==> src/rtl/pwm_duty_ctrl.sv <==
// Push-button duty control for the LED PWM stage: synchronise, debounce, step
// the 10-bit duty word with saturation, and auto-repeat while a key is held.
module pwm_duty_ctrl #(
  parameter int unsigned DEBOUNCE_CYCLES = 50000,
  parameter int unsigned STEP            = 1,
  parameter logic [9:0]  DUTY_RESET      = 10'h3F8,
  parameter int unsigned REPEAT_DELAY    = 25000000,
  parameter int unsigned REPEAT_PERIOD   = 2500000
) (
  input  logic       clk,
  input  logic       rst,
  input  logic [1:0] key,
  output logic [9:0] duty,
  output logic       duty_valid,
  output logic       at_max,
  output logic       at_min,
  output logic [1:0] fsm_state
);

  typedef enum logic [1:0] {
    IDLE   = 2'd0,
    HOLD   = 2'd1,
    REPEAT = 2'd2
  } state_t;

  localparam logic [19:0] DB_LAST   = 20'(DEBOUNCE_CYCLES - 1);
  localparam logic [31:0] DELAY_LD  = REPEAT_DELAY;
  localparam logic [31:0] PERIOD_LD = REPEAT_PERIOD;
  localparam logic [10:0] STEP_W    = 11'(STEP);

  logic [1:0]  sync1, sync2, fill;
  logic [1:0]  deb, deb_q, armed;
  logic [19:0] dcnt [2];

  state_t      state, state_next;
  logic        dir, dir_next;
  logic [31:0] rcnt, rcnt_next;
  logic        do_step, step_down;
  logic        sel_up, sel_dn, req_up, req_dn, release_key;
  logic [10:0] sum_up;
  logic [9:0]  up_val, dn_val, new_duty;

  // fill marks when sync2 holds a real sample rather than its reset value;
  // a key is armed only once it has been seen low after reset, so a key
  // held through reset never produces a step until it is pressed again.
  always_ff @(posedge clk) begin
    if (rst) begin
      sync1   <= '0;
      sync2   <= '0;
      fill    <= '0;
      deb     <= '0;
      deb_q   <= '0;
      armed   <= '0;
      dcnt[0] <= '0;
      dcnt[1] <= '0;
    end else begin
      sync1 <= key;
      sync2 <= sync1;
      fill  <= {fill[0], 1'b1};
      deb_q <= deb;
      for (int i = 0; i < 2; i++) begin
        if (sync2[i] == deb[i]) begin
          dcnt[i] <= '0;
        end else if (dcnt[i] == DB_LAST) begin
          deb[i]  <= ~deb[i];
          dcnt[i] <= '0;
        end else begin
          dcnt[i] <= dcnt[i] + 20'd1;
        end
        if (fill[1] && !sync2[i]) begin
          armed[i] <= 1'b1;
        end
      end
    end
  end

  // A request is the debounced level entering "exactly this key pressed",
  // so dropping from both-pressed to one key also counts as a press.
  always_comb begin
    sel_up      = (deb == 2'b01);
    sel_dn      = (deb == 2'b10);
    req_up      = sel_up && (deb_q != 2'b01) && armed[0];
    req_dn      = sel_dn && (deb_q != 2'b10) && armed[1];
    release_key = (dir ? !deb[1] : !deb[0]) || (deb == 2'b11);
  end

  always_ff @(posedge clk) begin
    if (rst) begin
      state <= IDLE;
      dir   <= 1'b0;
      rcnt  <= '0;
    end else begin
      state <= state_next;
      dir   <= dir_next;
      rcnt  <= rcnt_next;
    end
  end

  always_comb begin
    state_next = state;
    if (req_up || req_dn) begin
      state_next = HOLD;
    end else if (state != IDLE && release_key) begin
      state_next = IDLE;
    end else if (state == HOLD && rcnt == 32'd0 && DELAY_LD != 32'd0) begin
      state_next = REPEAT;
    end
  end

  always_comb begin
    do_step   = 1'b0;
    step_down = dir;
    dir_next  = dir;
    rcnt_next = rcnt;
    if (req_up || req_dn) begin
      do_step   = 1'b1;
      step_down = req_dn;
      dir_next  = req_dn;
      rcnt_next = DELAY_LD;
    end else if (state != IDLE && release_key) begin
      rcnt_next = '0;
    end else if (state == HOLD) begin
      if (rcnt != 32'd0) begin
        rcnt_next = rcnt - 32'd1;
      end else if (DELAY_LD != 32'd0) begin
        do_step   = 1'b1;
        rcnt_next = PERIOD_LD;
      end
    end else if (state == REPEAT) begin
      if (rcnt != 32'd0) begin
        rcnt_next = rcnt - 32'd1;
      end else begin
        do_step   = 1'b1;
        rcnt_next = PERIOD_LD;
      end
    end
  end

  always_comb begin
    sum_up   = {1'b0, duty} + STEP_W;
    up_val   = (sum_up > 11'd1023) ? 10'h3FF : sum_up[9:0];
    dn_val   = (STEP_W > {1'b0, duty}) ? 10'd0 : (duty - STEP_W[9:0]);
    new_duty = step_down ? dn_val : up_val;
  end

  // duty is a held level; duty_valid is a one-cycle strobe raised only on
  // the cycle duty takes a different value, with no back-pressure.
  always_ff @(posedge clk) begin
    if (rst) begin
      duty       <= DUTY_RESET;
      duty_valid <= 1'b0;
      at_max     <= (DUTY_RESET == 10'h3FF);
      at_min     <= (DUTY_RESET == 10'h000);
    end else begin
      duty_valid <= 1'b0;
      if (do_step && new_duty != duty) begin
        duty       <= new_duty;
        duty_valid <= 1'b1;
        at_max     <= (new_duty == 10'h3FF);
        at_min     <= (new_duty == 10'h000);
      end
    end
  end

  assign fsm_state = state;

endmodule

==> config.mk <==
export PLATFORM = sky130hd
export DESIGN_NAME = pwm_duty_ctrl
export DESIGN_NICKNAME = d
export VERILOG_FILES = /design/src/rtl/pwm_duty_ctrl.sv
export SDC_FILE = /design/constraint.sdc
export NUM_CORES = 1
export LEC_CHECK = 0
export CORE_MARGIN = 5
export CORE_UTILIZATION = 40
export DETAILED_ROUTE_END_ITERATION = 10
export SYNTH_ARGS = -nofsm -noshare
export SYNTH_HDL_FRONTEND = slang
export SYNTH_SLANG_ARGS = --single-unit
==> constraint.sdc <==
create_clock -name clk -period 3.6 [get_ports clk]
set_clock_uncertainty 0.05 [all_clocks]
set_input_delay 0.72 -clock clk [delete_from_list [all_inputs] [get_ports clk]]
set_output_delay 0.72 -clock clk [all_outputs]
set_load 0.1 [all_outputs]
After elaboration in Yosys (flattened, before gate mapping)
Memory sizes are Yosys's and may differ from the RTL's.
Index checks and enable logic that the tools add are counted.
{"block": "word_totals", "mem_bits_rw": 40, "mem_count": 1, "word_cells": 124, "inputBits": 4, "regBits": 60, "out_inout_bits": 15}
{"memory": "dcnt", "depth": 2, "width": 20, "rd": 2, "rd_clocked_by_memory_dff": 0, "write_ports": 2, "line_no": "33", "source": "logic [19:0] dcnt [2];"}
{"block": "classes", "magnitude_cmp": 2, "add_sub_neg": 5, "reduce_logical": 25, "n_mux": 50, "bitwise": 10, "n_eq_ne": 13}
{"operator": "two-way mux 20 bit", "n": 6}
{"operator": "two-way mux 32 bit", "n": 3}
{"operator": "two-way mux 25 bit", "n": 2}
{"operator": "adder 20 x 1 -> 20 bit (second input constant)", "n": 2}
{"operator": "equality test 20 x 16 -> 1 bit (second input constant)", "n": 2}
{"operator": "two-way mux 1 bit", "n": 36}
{"operator": "zero test 32 bit", "n": 1}
{"operator": "nonzero test 32 bit", "n": 1}
{"operator": "subtractor 32 x 1 -> 32 bit (second input constant)", "n": 1}
{"operator": "two-way mux 10 bit", "n": 3}
{"operator": "adder 10 x 1 -> 11 bit (second input constant)", "n": 1}
{"operator": "> comparator 11 x 10 -> 1 bit (second input constant)", "n": 1}
{"operator": "equality test 10 bit (second input constant)", "n": 1}
{"operator": "> comparator 1 x 10 -> 1 bit (first input constant)", "n": 1}
{"operator": "zero test 10 bit", "n": 1}
{"operator": "inequality test 10 bit", "n": 1}
{"operator": "subtractor 10 x 1 -> 10 bit (second input constant)", "n": 1}
{"operator": "logical AND 1 bit", "n": 9}
{"operator": "equality test 2 bit (second input constant)", "n": 3}
{"operator": "bitwise OR 1 bit", "n": 6}
{"operator": "equality test 2 x 1 -> 1 bit (second input constant)", "n": 2}
{"operator": "zero test 1 bit", "n": 4}
{"operator": "NOT 1 bit", "n": 4}
{"operator": "AND reduction 2 bit", "n": 2}
{"operator": "8 further kinds", "n": 11}

Longest topological paths before layout
Gate-level depths: netlist of the first run.
{"block": "depth", "depth_word": 9, "ltp_mapped": 12, "mapped_depth_nobuf": 9}

Worst setup path before layout of the first run
OpenSTA, ideal clock, no wires.
{"block": "synth_timing", "kind": "flip-flop to flip-flop", "from": "reg duty[1]", "to": "reg at_max", "period_less_slack_ps": 3320, "setup_ps": 59, "setup_slack_ps": 280, "arrival_ps": 3210, "stages_incl_launch_ff": 10, "n_path_buf": 2, "required_time_ps": 3491, "path_cell_list": "dfxtp_1 -> ha_1 -> buf_1 -> nand3_1 -> or3_1 -> clkbuf_1 -> a41o_1 -> a211o_1 -> nor4_1 -> a41o_1"}
{"block": "synth_between", "elab_chain_len": 6, "word_cells_on_any_way": 10, "classes_between": "add/sub (2); order compare (2); eq/ne (2); mux (3); reduce/logical (1)"}
{"element": "start: declaration", "line_no": "13", "source": "output logic [9:0] duty,"}
{"element": "start signal: assignment", "line_no": "157", "source": "duty <= new_duty;"}
{"element": "adder 10 x 1 -> 11 bit", "line_no": "140", "source": "sum_up = {1'b0, duty} + STEP_W;"}
{"element": "> comparator 11 x 10 -> 1 bit", "line_no": "141", "source": "up_val = (sum_up > 11'd1023) ? 10'h3FF : sum_up[9:0];"}
{"element": "two-way mux 10 bit", "line_no": "141"}
{"element": "two-way mux 10 bit", "line_no": "143", "source": "new_duty = step_down ? dn_val : up_val;"}
{"element": "inequality test 10 bit", "line_no": "156", "source": "if (do_step && new_duty != duty) begin"}
{"element": "logical AND 1 bit", "line_no": "156"}
{"element": "end signal: assignment", "line_no": "152", "source": "at_max <= (DUTY_RESET == 10'h3FF);"}
{"element": "end signal: assignment", "line_no": "159", "source": "at_max <= (new_duty == 10'h3FF);"}
{"element": "end: declaration", "line_no": "15", "source": "output logic at_max,"}
Several ways; a longest one is shown, not always the timed one.
A chain may end at the register's enable or synchronous reset.

Final worst setup path of the first run
{"block": "layout_timing", "from": "reg rcnt[25]", "to": "reg at_max"}
{"block": "layout_between", "elab_chain_len": 7}
{"element": "start: declaration", "line_no": "37", "source": "logic [31:0] rcnt, rcnt_next;"}
{"element": "start signal: assignment", "line_no": "95", "source": "rcnt <= rcnt_next;"}
{"element": "nonzero test 32 bit *", "line_no": "123, 130"}
{"element": "two-way mux 1 bit *", "line_no": "123, 130"}
{"element": "two-way mux 1 bit", "line_no": "129", "source": "end else if (state == REPEAT) begin"}
{"element": "two-way mux 1 bit *", "line_no": "122", "source": "end else if (state == HOLD) begin"}
{"element": "two-way mux 1 bit *", "line_no": "120", "source": "end else if (state != IDLE && release_key) begin"}
{"element": "two-way mux 1 bit *", "line_no": "115", "source": "if (req_up || req_dn) begin"}
{"element": "logical AND 1 bit *", "line_no": "156"}
Every way passes the cells marked *; elsewhere a longest branch is shown, timed or not.

==> results.sh, run 1 <==
export IMPL_status="completed"
export IMPL_max_cap_violations=0
export IMPL_ant_nets=0
export IMPL_place_gp_congestion=0.900
export IMPL_post_drt_wl_per_cell_um=14.4
export IMPL_htree_levels=3
export IMPL_die_h_um=129
export IMPL_track_usage_pct=15.4
export IMPL_critical_path_slowest_cell="or4_4"
export IMPL_worstSetupPathType="register to register"
export IMPL_avgSynthCellArea_um2=8.78
export IMPL_dp_hpwl_mm=9.04
export IMPL_rsz0062_at_grt="false"
export IMPL_cp_start_kind="register"
export IMPL_syn_inst=643
export IMPL_fill_cells=1326
export IMPL_critPathBufInv=0
export IMPL_period_needed_ps=3060
export IMPL_hold_slack_ps=381
export IMPL_post_cts_buffers=0
export IMPL_global_route_usage_met2_pct=24.7
export IMPL_finalSetupViolCount=0
export IMPL_antenna_found_initial=0
export IMPL_io_pins=19
export IMPL_hold_path_class="register to register"
export IMPL_rrSetupSlack_ps=540
export IMPL_synth_warnings=0
export IMPL_cp_data_arrival_time_ps=3250
export IMPL_drt_initial_drc_count=414
export IMPL_cts_sinks=100
export IMPL_drive_above_1_share_pct=8.09
export IMPL_power_density_nw_per_um2=360
export IMPL_numCtsBuffers=9
export IMPL_dieArea_um2=16600
export IMPL_port_buffers=18
export IMPL_crit_chain="or4_4, nor3_1, nand4_2, o31a_1, or2_1, and3_1, a41o_1"
export IMPL_final_cell_mix="nor2_1, dfxtp_1, edfxtp_1, conb_1, nand2_1"
export IMPL_rows=43
export IMPL_die_w_um=129
export IMPL_yosysTopAreaCellShare_pct=21.3
export IMPL_met3_usage_pct=3.78
export IMPL_critPathCaptureType="register"
export IMPL_slew_headroom_pct=34.7
export IMPL_cts_resized=0
export IMPL_synth_cell_type_count=68
export IMPL_vias=4831
export IMPL_cts_tree="done"
export IMPL_seqCellArea_um2=2400
export IMPL_clk_latency_ps=350
export IMPL_hold_violations=0
export IMPL_tightestPinTransition_ps=976
export IMPL_required_ps=3790
export IMPL_finalCritPeriodShare_pct=85.0
export IMPL_final_area_um2=6420
export IMPL_synth_async_reset_ratio_pct=0
export IMPL_grt_start_max_net_pins=21
export IMPL_drc_errors=0
export IMPL_layout_commonest_cell="nor2_1"
export IMPL_timing_setup_tns_ps=0
export IMPL_wirelength_mm=12.6
export IMPL_placed_area_um2=6110
export IMPL_cp_top_family="simple AND/OR/NAND/NOR gates"
export IMPL_synth_area_leaders="dfxtp_1, edfxtp_1, nor2_1"
export IMPL_ctsHoldBuffers=0
export IMPL_fin_nets=701
export IMPL_top_usage_layer="met2"
export IMPL_ir_worst_vdd_mv=0.237
export IMPL_yosysSeqAreaShare_pct=42.6
export IMPL_grt_pass1_wl_mm=20.9
export IMPL_multi_input_area_um2=3170
export IMPL_slew_violations=0
export IMPL_initial_core_util_pct=40.7
export IMPL_clock_fmax_mhz=327
export IMPL_leakagePower_nw=2.48
export IMPL_globalRouteOverflowTotal=0
export IMPL_core_area_um2=13900
export IMPL_drtPass1Iterations=5
export IMPL_synth_top_area_cell="dfxtp_1"
export IMPL_antenna_cells=0
export IMPL_grt_pass1_vias=4452
export IMPL_path_clk_slew_ps=70
export IMPL_synth_area_um2=5650
export IMPL_slowest_delay_ps=560
export IMPL_cts_root_buffer="clkbuf_16"
export IMPL_area_growth_pct=13.8
export IMPL_synth_seq_cells=100
export IMPL_cp_max_fo=17
export IMPL_synth_ff_type="dfxtp_1"
export IMPL_clockBufferDepth=2
export IMPL_via_per_inst=5.54
export IMPL_met1_usage_pct=19.7
export IMPL_synth_edf_count=40
power by group:
part	internal, mW	switching (mW)
logic	0.0222	0.0342
clock network	0.609	0.421
registers	1.20	0.0235
total	1.83	0.478
path summary, 6_finish.rpt:
path	from	to	depth (start not counted)
setup / recovery	rcnt[25]	at_max	7
hold / removal	sync1[1]	sync2[1]	1
setup reg to reg	rcnt[25]	at_max	7
hold reg to reg	sync1[1]	sync2[1]	1
worst reg2reg max path, stage by stage (launching register included):
cell and delay, ps:
dfxtp_1 360, or4_4 560, nor3_1 420, nand4_2 220
o31a_1 400, or2_1 460, and3_1 290, a41o_1 190
layer usage:
metal  up-vias  routed length (µm)
met5         -                   0
met1      2268                5800
met3        22                 651
met2       155                5840
met4         0                 280
li1       2386                   -
stage by stage:
stage          cells  utilization (%)  worst slack [ps]  power (mW)
3_5_place_dp     856             44.0               586        1.31
6_report         872             46.3               539        2.31
3_3_place_gp     856             44.0               639        1.30
2_1_floorplan    682                -               280        1.29
4_1_cts          872             46.3               565        2.34
5_1_grt          872             46.3               392        2.41
registers in the layout, summed over array words and instances, names as in the netlist:
| name | cells |
|---|---|
| dcnt | 40 |
| rcnt | 32 |
| duty | 10 |
| armed | 2 |
| deb | 2 |
| deb_q | 2 |
| fill | 2 |
| fsm_state | 2 |
| sync1 | 2 |
| sync2 | 2 |
| at_max | 1 |
| at_min | 1 |
| dir | 1 |
| duty_valid | 1 |
cells in the mapped netlist (all sizes together) (4+ instances only):
master	instances
xnor2	21
o21ai	28
nand2b	6
a21oi	19
xor2	31
dfxtp	60
clkbuf	26
nand3	31
a311oi	6
ha	10
nor3	26
a211oi	5
nand2	39
o211ai	5
nor2b	10
nor3b	4
mux2i	9
and3	18
inv	17
buf	10
nor2	99
o21a	5
or3	9
nor4	17
nand4	18
edfxtp	40
o31ai	4
or4	5
a22oi	8
cells by family (layout without fill, tap and decap cells):
group	after synthesis	after routing	synth area share, %
AOI/OAI and AO/OA	108	108	12.8
buffers and inverters	54	64	3.92
adders and majority gates	10	10	2.22
other	1	40	0.0664
muxes	11	11	1.99
and+or+nand+nor	307	307	28.4
DFF	100	100	42.6
xor gates and xnor gates	52	52	8.07
cell type report:
| class | instances | area share [%] |
|---|---|---|
| timing repair buffer | 30 | 3.78 |
| sequential | 100 | 37.4 |
| multi-input combinational | 528 | 49.3 |
| tap | 180 | 3.51 |
| inverter | 18 | 1.05 |
| clock buffer | 10 | 3.56 |
| clock inverter | 6 | 1.38 |
Power figures use the tool's default switching activity.
==> run 2, diff against run 1 <==
--- a/config.mk
+++ b/config.mk
@@ -7,6 +7,7 @@
 export LEC_CHECK = 0
 export CORE_MARGIN = 5
 export CORE_UTILIZATION = 40
+export CTS_CLUSTER_DIAMETER = 80
 export DETAILED_ROUTE_END_ITERATION = 10
 export SYNTH_ARGS = -nofsm -noshare
 export SYNTH_HDL_FRONTEND = slang
==> constraint.sdc (replaced) <==
create_clock -name clk -period 3.6 [get_ports clk]
set_clock_uncertainty 0.05 [all_clocks]
set_input_delay 0.36 -clock clk [delete_from_list [all_inputs] [get_ports clk]]
set_output_delay 0.36 -clock clk [all_outputs]
set_load 0.1 [all_outputs]
==> run 2 against run 1 <==
Sequential share of layout area barely moved; non-clock buffer count fell by 3; routed wire length rose by 1.6%; largest cell class unchanged.
==> results.sh, run 2 (same netlist as run 1, synthesis figures left out) <==
export IMPL_drt_initial_drc_count=430
export IMPL_met2_length_mm=6.01
export IMPL_highest_layer="met4"
export IMPL_crit_chain="ha_1, nand3_1, or3_1, nor3_1, a32o_1, or2_1, and2b_1, a211oi_1"
export IMPL_antenna_cells=0
export IMPL_final_cell_mix="nor2_1, dfxtp_1, edfxtp_1, conb_1, nand2_1"
export IMPL_cts_tree="done"
export IMPL_drive_above_1_share_pct=6.24
export IMPL_io_pins=19
export IMPL_cts_resized=0
export IMPL_finalSetupViolCount=0
export IMPL_worstSetupPathType="register to register"
export IMPL_clock_fmax_mhz=324
export IMPL_final_area_um2=6430
export IMPL_p_comb_share_pct=2.4
export IMPL_hold_violations=0
export IMPL_area_growth_pct=13.9
export IMPL_p_seq_share_pct=52.8
export IMPL_ir_worst_vdd_mv=0.199
export IMPL_dr_wl_met3_um=507
export IMPL_drc_errors=0
export IMPL_initial_core_util_pct=40.7
export IMPL_grt_pass1_vias=4524
export IMPL_slew_violations=0
export IMPL_cp_start_kind="register"
export IMPL_critical_path_slowest_cell="or3_1"
export IMPL_wirelength_mm=12.8
export IMPL_rows=43
export IMPL_hold_slack_ps=403
export IMPL_critPathCaptureType="register"
export IMPL_globalRouteOverflowTotal=0
export IMPL_period_needed_ps=3090
export IMPL_port_buffers=18
export IMPL_fin_nets=698
export IMPL_power_density_nw_per_um2=360
export IMPL_layout_commonest_cell="nor2_1"
export IMPL_drtPass1Iterations=4
export IMPL_met1_length_mm=5.89
export IMPL_hold_path_class="register to register"
export IMPL_ctsHoldBuffers=0
export IMPL_vias=4796
export IMPL_track_usage_pct=15.6
export IMPL_place_gp_congestion=0.845
export IMPL_required_ps=3800
export IMPL_p_switching_mw=0.537
export IMPL_sw_frac_of_total_pct=23.2
export IMPL_top_register="dcnt"
export IMPL_multi_input_area_um2=3170
export IMPL_antenna_found_initial=0
export IMPL_rrSetupSlack_ps=510
export IMPL_largest_reg_flops=40
export IMPL_top_regs="dcnt (40), rcnt (32), duty (10)"
export IMPL_cp_max_fo=17
export IMPL_via_per_inst=5.52
export IMPL_place_ws_ps=553
export IMPL_clk_latency_ps=360
export IMPL_seqCellArea_um2=2400
export IMPL_dp_hpwl_mm=8.87
export IMPL_leakagePower_nw=2.47
export IMPL_core_area_um2=13900
export IMPL_post_cts_buffers=0
export IMPL_htree_levels=3
export IMPL_cts_root_buffer="clkbuf_16"
export IMPL_grt_pass1_wl_mm=21.1
export IMPL_clkPwrFrac_pct=44.8
export IMPL_finalCritPeriodShare_pct=85.8
export IMPL_path_clk_slew_ps=80
export IMPL_post_drt_wl_per_cell_um=14.7
export IMPL_status="completed"
export IMPL_cts_sinks=100
export IMPL_placed_area_um2=6110
export IMPL_power_mw=2.32
export IMPL_power_internal_mw=1.78
export IMPL_setup_ws_ps=511
export IMPL_cp_data_arrival_time_ps=3290
export IMPL_ant_nets=0
export IMPL_numCtsBuffers=9
export IMPL_dieArea_um2=16600
export IMPL_clockBufferDepth=2
export IMPL_max_cap_violations=0
export IMPL_slowest_delay_ps=530
export IMPL_grt_start_max_net_pins=24
export IMPL_tightestPinTransition_ps=983
export IMPL_rsz0062_at_grt="false"
export IMPL_slew_headroom_pct=34.3
export IMPL_die_h_um=129
export IMPL_fill_cells=1396
export IMPL_timing_setup_tns_ps=0
export IMPL_die_w_um=129
[run 2: critical path: cells and delay by family (launching register included)]
| kind | cells | cell delay (ps) |
|---|---|---|
| AND/OR/NAND/NOR | 5 | 1660 |
| adder cells (fa/ha/maj) | 1 | 360 |
| AO/OA/AOI/OAI | 2 | 430 |
| flip-flops | 1 | 490 |
[run 2: per-stage QoR]
step / util [%] / cells
3_3_place_gp: 44.0 / 853
5_1_grt: 46.3 / 869
2_1_floorplan: - / 682
3_5_place_dp: 44.0 / 853
4_1_cts: 46.3 / 869
6_report: 46.3 / 869
[run 2: path summary, 6_finish.rpt]
path	start	to	cells past startpoint
worst min register to register	sync1[1]	sync2[1]	1
worst max register to register	duty[0]	duty[0]	8
worst max-delay path	duty[0]	duty[0]	8
worst min-delay path	sync1[1]	sync2[1]	1
[run 2: power groups by stage]
stage	registers [mW]	logic, mW	clock network (mW)
3_5_place_dp	1.25	0.0551	0
4_1_cts	1.22	0.0555	1.07
3_3_place_gp	1.25	0.0545	0
5_1_grt	1.23	0.0645	1.10
2_1_floorplan	1.24	0.0433	0
6_report	1.22	0.0558	1.04
[run 2: layout make-up]
| type | instances | share of cell area [%] |
|---|---|---|
| Inverter | 18 | 1.05 |
| Timing Repair Buffer | 27 | 3.85 |
| Multi-Input combinational cell | 528 | 49.3 |
| Tap cell | 180 | 3.50 |
| Sequential cell | 100 | 37.4 |
| Clock inverter | 7 | 1.44 |
| Clock buffer | 9 | 3.50 |
[run 2: layer usage]
layer / up-vias / global-route usage, %
li1: 2377 / -
met1: 2292 / 19.2
met2: 96 / 25.4
met3: 31 / 3.07
met4: 0 / 8.89
met5: - / 0
